**config.mk**
```make
export PLATFORM = sky130hd
export DESIGN_NAME = coin_acceptor
export DESIGN_NICKNAME = d
export VERILOG_FILES = /design/src/rtl/coin_acceptor.sv
export SDC_FILE = /design/constraint.sdc
export NUM_CORES = 1
export LEC_CHECK = 0
export CAP_MARGIN = 30
export CORE_MARGIN = 3
export CORE_UTILIZATION = 41
export CTS_CLUSTER_SIZE = 12
export DETAILED_ROUTE_END_ITERATION = 16
export PLACE_DENSITY = 0.56
export SLEW_MARGIN = 20
export SYNTH_ARGS = -nofsm -noshare
export SYNTH_HDL_FRONTEND = slang
export SYNTH_SLANG_ARGS = --single-unit
```
**constraint.sdc**
```tcl
create_clock -name clk -period 3.1 [get_ports clk]
set_input_delay 0.62 -clock clk [delete_from_list [all_inputs] [get_ports clk]]
set_output_delay 0.62 -clock clk [all_outputs]
set_load 0.01 [all_outputs]
```
**src/rtl/coin_acceptor.sv**
```systemverilog
// Coin acceptor front end: synchronizes and debounces five sensor inputs, queues
// coin/refund events, and issues one-cycle pulses with a guaranteed low gap between them.
module coin_acceptor #(
   parameter int DEBOUNCE = 4
) (
   input  logic clk,
   input  logic reset,
   input  logic nickel_sense,
   input  logic dime_sense,
   input  logic quarter_sense,
   input  logic dollar_sense,
   input  logic refund_sense,
   input  logic hold,
   output logic nickel,
   output logic dime,
   output logic quarter,
   output logic dollar,
   output logic refund,
   output logic busy,
   output logic overflow
);

   // state   | meaning
   // S_IDLE  | waiting for pending work with hold low
   // S_PULSE | one selected output high for this cycle
   // S_GAP   | mandatory low cycle after a pulse
   typedef enum logic [1:0] {S_IDLE, S_PULSE, S_GAP} state_t;

   localparam logic [2:0] DB_TC = 3'(DEBOUNCE);

   // Source index: 0 nickel, 1 dime, 2 quarter, 3 dollar, 4 refund
   logic [4:0]      w_raw;
   logic [4:0]      r_sync1, r_sync2, r_deb, r_deb_d;
   logic [4:0][2:0] r_cnt;
   logic [4:0]      w_event;
   logic [3:0][1:0] r_pend;
   logic            r_ref_pend;
   logic            r_ovf;
   logic [4:0]      r_out;
   logic [4:0]      w_sel;
   state_t          r_state, w_state_nxt;

   assign w_raw   = {refund_sense, dollar_sense, quarter_sense, dime_sense, nickel_sense};
   assign w_event = r_deb & ~r_deb_d;

   always_ff @(posedge clk) begin
      if (reset) begin
         r_sync1 <= '0;
         r_sync2 <= '0;
         r_deb   <= '0;
         r_deb_d <= '0;
         r_cnt   <= '0;
      end else begin
         r_sync1 <= w_raw;
         r_sync2 <= r_sync1;
         r_deb_d <= r_deb;
         for (int i = 0; i < 5; i++) begin
            if (r_sync2[i] == r_deb[i]) begin
               r_cnt[i] <= '0;
            end else if (r_cnt[i] + 3'd1 == DB_TC) begin
               r_cnt[i] <= '0;
               r_deb[i] <= ~r_deb[i];
            end else begin
               r_cnt[i] <= r_cnt[i] + 3'd1;
            end
         end
      end
   end

   always_comb begin
      w_state_nxt = r_state;
      w_sel       = '0;
      case (r_state)
         S_IDLE: begin
            if (!hold) begin
               if (r_pend[3] != 2'd0)      w_sel = 5'b01000;
               else if (r_pend[2] != 2'd0) w_sel = 5'b00100;
               else if (r_pend[1] != 2'd0) w_sel = 5'b00010;
               else if (r_pend[0] != 2'd0) w_sel = 5'b00001;
               else if (r_ref_pend)        w_sel = 5'b10000;
               if (w_sel != 5'b00000) w_state_nxt = S_PULSE;
            end
         end
         S_PULSE: w_state_nxt = S_GAP;
         S_GAP:   w_state_nxt = S_IDLE;
         default: w_state_nxt = S_IDLE;
      endcase
   end

   // Pending count consumed on the IDLE->PULSE edge; the pulse itself is registered.
   always_ff @(posedge clk) begin
      if (reset) begin
         r_state    <= S_IDLE;
         r_out      <= '0;
         r_pend     <= '0;
         r_ref_pend <= 1'b0;
         r_ovf      <= 1'b0;
      end else begin
         r_state <= w_state_nxt;
         r_out   <= w_sel;
         for (int i = 0; i < 4; i++) begin
            case ({w_event[i], w_sel[i]})
               2'b10: begin
                  if (r_pend[i] == 2'd3) r_ovf <= 1'b1;
                  else                   r_pend[i] <= r_pend[i] + 2'd1;
               end
               2'b01:   r_pend[i] <= r_pend[i] - 2'd1;
               default: ;
            endcase
         end
         if (w_event[4])    r_ref_pend <= 1'b1;
         else if (w_sel[4]) r_ref_pend <= 1'b0;
      end
   end

   assign nickel   = r_out[0];
   assign dime     = r_out[1];
   assign quarter  = r_out[2];
   assign dollar   = r_out[3];
   assign refund   = r_out[4];
   assign overflow = r_ovf;
   assign busy     = (|r_pend) | r_ref_pend | (r_state != S_IDLE);

endmodule

```
==> metrics.md, run 1 <==
| Metric | Value |
|---|---|
| Sequential-to-total area share from yosys stat | `0.5018` |
| P_sw | `0.0002415 W` |
| Synth cell types | `37` |
| Layout cells sized above 1 | `0.05932` |
| Die ar. | `0.005949 mm2` |
| Final nets | `253` |
| RR Startpoint | `r_pend[5]` |
| EDFF count, synth | `0` |
| Pwr Density | `465.2 mW/mm2` |
| Mapped Avg Cell Area | `9.473 um2` |
| Highest-count cells in the layout ignoring fill and taps | `dfxtp_1, nor2_1, nor2b_1` |
| Vias | `1504` |
| Setup Skew | `0.01031 ns` |
| Die X | `77.13 um` |
| Setup_tns | `0 ns` |
| Tmin final | `2.608 ns` |
| Chip height | `77.13 um` |
| Post-route ant nets | `0` |
| Comb power frac | `0.038` |
| Total track usage | `0.1282` |
| Vias per cell | `4.964` |
| Leakage power figure | `1.019 nW` |
| Starting Density | `0.4306` |
| Clk Latency, worst-skew pair | `0.30 ns` |
| Ys Warns | `0` |
| CTS Buf Count | `5` |
| Critical path class | `reg2out` |
| Synth Instances | `219` |
| Core ar. | `0.004817 mm2` |
| Post-Route WL | `3273 um` |
| Starting DRT DRC Count | `75` |
| Post-CTS Resized | `0` |
| Critical Path AT | `1.99 ns` |
| First-pass GRT wire length | `6279 um` |
| Post-Layout Cell Count | `303` |
| Clock H-tree levels | `2` |
| Critical path required time | `2.48 ns` |
| Number of global-route vias before repair | `1441` |
| Hold path startpoint | `r_sync1[1]` |
| Max FO, Critical Path | `10` |
| Setup Buffers After CTS | `0` |
| WL/cell | `10.80 um` |
| Startpoint Class | `flip-flop` |
| Sequential share of power | `0.618` |
| Int Pwr | `0.0008574 W` |
| Async set or reset register ratio after synthesis | `0` |
| Post-cts hold buffer count | `0` |
| Setup crit end kind | `output pin` |
| Placed cells | `295` |
| Clock-pin slew on the worst setup and hold paths | `0.09 ns` |
| Max-slew violations | `0` |
| 1st-pass router iterations | `4` |
| PortBufs | `14` |
| # Max-Cap Violations | `0` |
| CTS tree | `built` |
| Unrepaired setup endpoints after global routing | `no` |
| Num ports | `15` |
| Initial antenna violation count | `0` |
| Area Growth Syn to Fin | `13.87%` |
| Fmax achieved | `383.5 MHz` |
| Final Power | `0.001099 W` |
| Area of the mapped netlist | `0.002074 mm2` |
| Grt total ovfl | `0` |
| Clock Tree Buf Depth | `2` |
| Tcrit/Tclk final | `0.8412` |
| Peak VDD IR | `0.2971 mV` |
| N_diodes | `0` |
| Commonest non-fill, non-tap cell in the layout | `dfxtp_1` |
| Crit path launch | `r_pend[5]` |
| Row cnt | `25` |
| Post-synth top flop | `dfxtp_1` |
| Drt drc | `0` |
| CTS sink cnt | `52` |
| Syn_nets | `237` |
| Final hold violation count | `0` |
| Relative slew slack | `0.6090` |
| Placer congestion estimate | `0.7627` |
| Pin count of the biggest net entering global routing | `30` |
| Tightest Pin Transition | `0.5846 ns` |
| Clock Tree Root | `clkbuf_8` |
| Clock power share | `0.344` |
| Final setup fails | `0` |
| Sw Ratio | `0.2198` |
| Hold crit path type | `reg2reg` |
| HPWL Detailed | `2309 um` |
| Number of synthesized register bits | `52` |
| Status | `complete, no violations` |
-- final timing paths --
path	end	slack (ns)	depth (start not counted)
worst min-delay path	r_sync2[1]	0.45	1
worst max-delay path	busy	0.49	5
worst max register to register	r_pend[0]	1.21	4
worst min register to register	r_sync2[1]	0.45	1
-- final cells by class --
cell class	count	area, um2
clock inverters	2	16.27
repair buffers	16	167.7
clock buffers	6	72.57
fillers	497	2455
inverters	1	3.754
well taps	67	83.83
flip-flops and latches	52	1041
multi-input cells	159	977.2
-- state kept, by name, summed over array words and instances, names as in the netlist --
signal / count
overflow: 1
r_sync2: 5
r_state: 2
r_sync1: 5
r_ref_pend: 1
r_out: 5
r_pend: 8
r_deb: 5
r_cnt: 15
r_deb_d: 5
-- routing by layer --
metal	GRT usage	vias up	wire [um]
met2	0.2055	20	1476
li1	-	788	-
met3	0.03169	7	112
met1	0.1639	689	1621
met5	0	-	0
met4	0.05338	0	63
-- critical path, stage by stage (launching register included) --
cell	delay [ns]
dfxtp_1	0.41
nor4_1	0.37
nand3_1	0.19
nor2_1	0.19
nand2_1	0.07
clkdlybuf4s50_1	0.47
-- synthesized netlist by cell type (5+ instances only) --
cell     count  area, um2
and3_1      10      62.56
ha_1        10      125.1
nor2b_1     19      118.9
dfxtp_1     52       1041
xor2_1       5      43.79
nor2_1      22      82.58
nand2_1     18      67.56
o21ai_0      9      45.04
a21oi_1     15      75.07
xnor2_1      5      43.79
nor3_1       8      40.04
nand3_1      8      40.04
-- stage by stage --
| stage | hold WS, ns | setup slack (ns) | cell area, um2 | util |
|---|---|---|---|---|
| finish | 0.4454 | 0.4922 | 2362 | 0.4904 |
| global route | 0.4556 | 0.2805 | 2362 | 0.4904 |
| CTS | 0.4486 | 0.4491 | 2362 | 0.4904 |
| detailed placement | 0.4246 | 0.6294 | 2273 | 0.4719 |
| global placement | 0.4147 | 0.6635 | 2273 | 0.4719 |
| floorplan | 0.4138 | 1.240 | 2074 | - |
-- cell families after synthesis --
logic type / share of synthesized area
AO/OA/AOI/OAI: 0.1182
XOR/XNOR: 0.04222
flip-flops: 0.5018
AND/OR/NAND/NOR: 0.2503
adder cells (fa/ha/maj): 0.06031
buffers and inverters: 0.02714
-- power by group through the flow --
stage	combinational (W)	clock [W]	sequential [W]
after floorplan	0.0000259	0	0.000694
after global placement	0.0000415	0	0.000695
after detailed placement	0.0000416	0	0.000695
after CTS	0.0000420	0.000397	0.000680
after global routing	0.0000470	0.000419	0.000680
final	0.0000413	0.000378	0.000679
Note: power is estimated with default switching activity, not from simulation.
==> run 2: changes to the inputs <==
Settings changed: PLACE_DENSITY 0.56 to 0.58.
Clock period 3.1 ns to 2.18 ns, I/O delays scaled along.
==> metrics.md, run 2 (same netlist as run 1, synthesis figures left out) <==
| Metric | Value |
|---|---|
| Setup_tns | `0 ns` |
| First-pass GRT wire length | `6320 um` |
| Total track usage | `0.1314` |
| Final setup margin | `0.1733 ns` |
| Vias | `1553` |
| CTS Buf Count | `5` |
| Clk Latency, worst-skew pair | `0.30 ns` |
| # Max-Cap Violations | `0` |
| Setup Skew | `0.003046 ns` |
| Multi-input gate area | `992.2 um2` |
| CTS tree | `built` |
| Final nets | `266` |
| Clock-pin slew on the worst setup and hold paths | `0.09 ns` |
| Critical path required time | `1.74 ns` |
| Final setup fails | `0` |
| Unrepaired setup endpoints after global routing | `no` |
| Critical path class | `reg2out` |
| Tcrit/Tclk final | `0.9205` |
| Area Growth Syn to Fin | `19.54%` |
| Pwr Density | `673.2 mW/mm2` |
| Starting Density | `0.4306` |
| Top flop regs | `r_cnt: 15 flops, r_pend: 8 flops` |
| Vias per cell | `4.915` |
| Die X | `77.13 um` |
| Number of global-route vias before repair | `1424` |
| Tmin final | `2.007 ns` |
| Biggest register | `r_cnt` |
| Max FFs per register | `15` |
| Clock Tree Buf Depth | `2` |
| Post-cts hold buffer count | `0` |
| Post-route ant nets | `0` |
| Max FO, Critical Path | `2` |
| PortBufs | `14` |
| Core ar. | `0.004817 mm2` |
| Fmax achieved | `498.3 MHz` |
| HPWL Detailed | `2548 um` |
| Drt drc | `0` |
| Num ports | `15` |
| Hold crit path type | `reg2reg` |
| Startpoint Class | `flip-flop` |
| Row cnt | `25` |
| N_diodes | `0` |
| Fill cell count | `481` |
| WL/cell | `11.15 um` |
| Fin util | `0.5148` |
| Die ar. | `0.005949 mm2` |
| Final hold violation count | `0` |
| Layout cells sized above 1 | `0.1124` |
| Peak VDD IR | `0.3464 mV` |
| Chip height | `77.13 um` |
| Highest-count cells in the layout ignoring fill and taps | `dfxtp_1, nor2_1, nor2b_1` |
| Post-Route WL | `3522 um` |
| Max-slew violations | `0` |
| Initial antenna violation count | `0` |
| Place WS | `0.006360 ns` |
| Clock Tree Root | `clkbuf_8` |
| Placer congestion estimate | `0.8136` |
| Starting DRT DRC Count | `89` |
| CTS sink cnt | `52` |
| Tightest Pin Transition | `0.4716 ns` |
| Pin count of the biggest net entering global routing | `19` |
| Commonest non-fill, non-tap cell in the layout | `dfxtp_1` |
| Critical Path AT | `1.57 ns` |
| Relative slew slack | `0.6828` |
| Status | `complete, no violations` |
| 1st-pass router iterations | `4` |
| Clock H-tree levels | `2` |
| Leakage power figure | `1.105 nW` |
| Grt total ovfl | `0` |
| FF+latch area | `0.001041 mm2` |
| Setup crit end kind | `output pin` |
## run 2: repair_timing
item                       4_1_cts  5_1_grt
gates resized for setup          2        1
setup buffers                    2        0
setup endpoints to repair        1        1
pin swaps                        3        0
## run 2: worst max-delay path: stages (launching register included)
cell	delay, ns
dfxtp_1	0.35
nor4_4	0.29
nand3_1	0.14
nor2_1	0.15
nand2_1	0.06
dlygate4sd2_1	0.28
## run 2: area by class of cell
type | count | area share
Tap cell | 67 | 0.03380
Clock inverter | 2 | 0.01413
Timing Repair Buffer | 29 | 0.1014
Multi-Input combinational cell | 159 | 0.4001
Sequential cell | 52 | 0.4198
Clock buffer | 6 | 0.02926
Inverter | 1 | 0.001514
## run 2: metrics by stage
step | instances | hold WS, ns | area, um2 | total power (W)
after global routing | 316 | 0.4621 | 2480 | 0.001743
after global placement | 306 | 0.4157 | 2344 | 0.001051
after floorplan | 219 | 0.4138 | 2074 | 0.001024
after detailed placement | 306 | 0.4239 | 2344 | 0.001052
final | 316 | 0.4394 | 2480 | 0.001669
after CTS | 316 | 0.4442 | 2471 | 0.001693
## run 2: path summary, 6_finish.rpt
check | startpoint | end | slack (ns) | depth (start not counted)
max reg2reg | r_pend[5] | r_pend[0] | 0.20 | 5
min | r_sync1[4] | r_sync2[4] | 0.44 | 1
min reg2reg | r_sync1[4] | r_sync2[4] | 0.44 | 1
max | r_pend[2] | busy | 0.17 | 5
## run 2: routing by layer
metal  up-vias  part of all wire  GRT usage
li1        819                 -          -
met1       708              0.51     0.1740
met2        22              0.45     0.1960
met3         4             0.037    0.04695
met4         0             0.011    0.04804
met5         -                 0          0
## run 2: where the power goes
part,internal (W),leakage [nW],switching (W)
Clock,0.000341,0.0552,0.000299
Sequential,0.000960,0.421,0.00000531
Combinational,0.0000334,0.629,0.0000303
Total,0.00133,1.11,0.000335
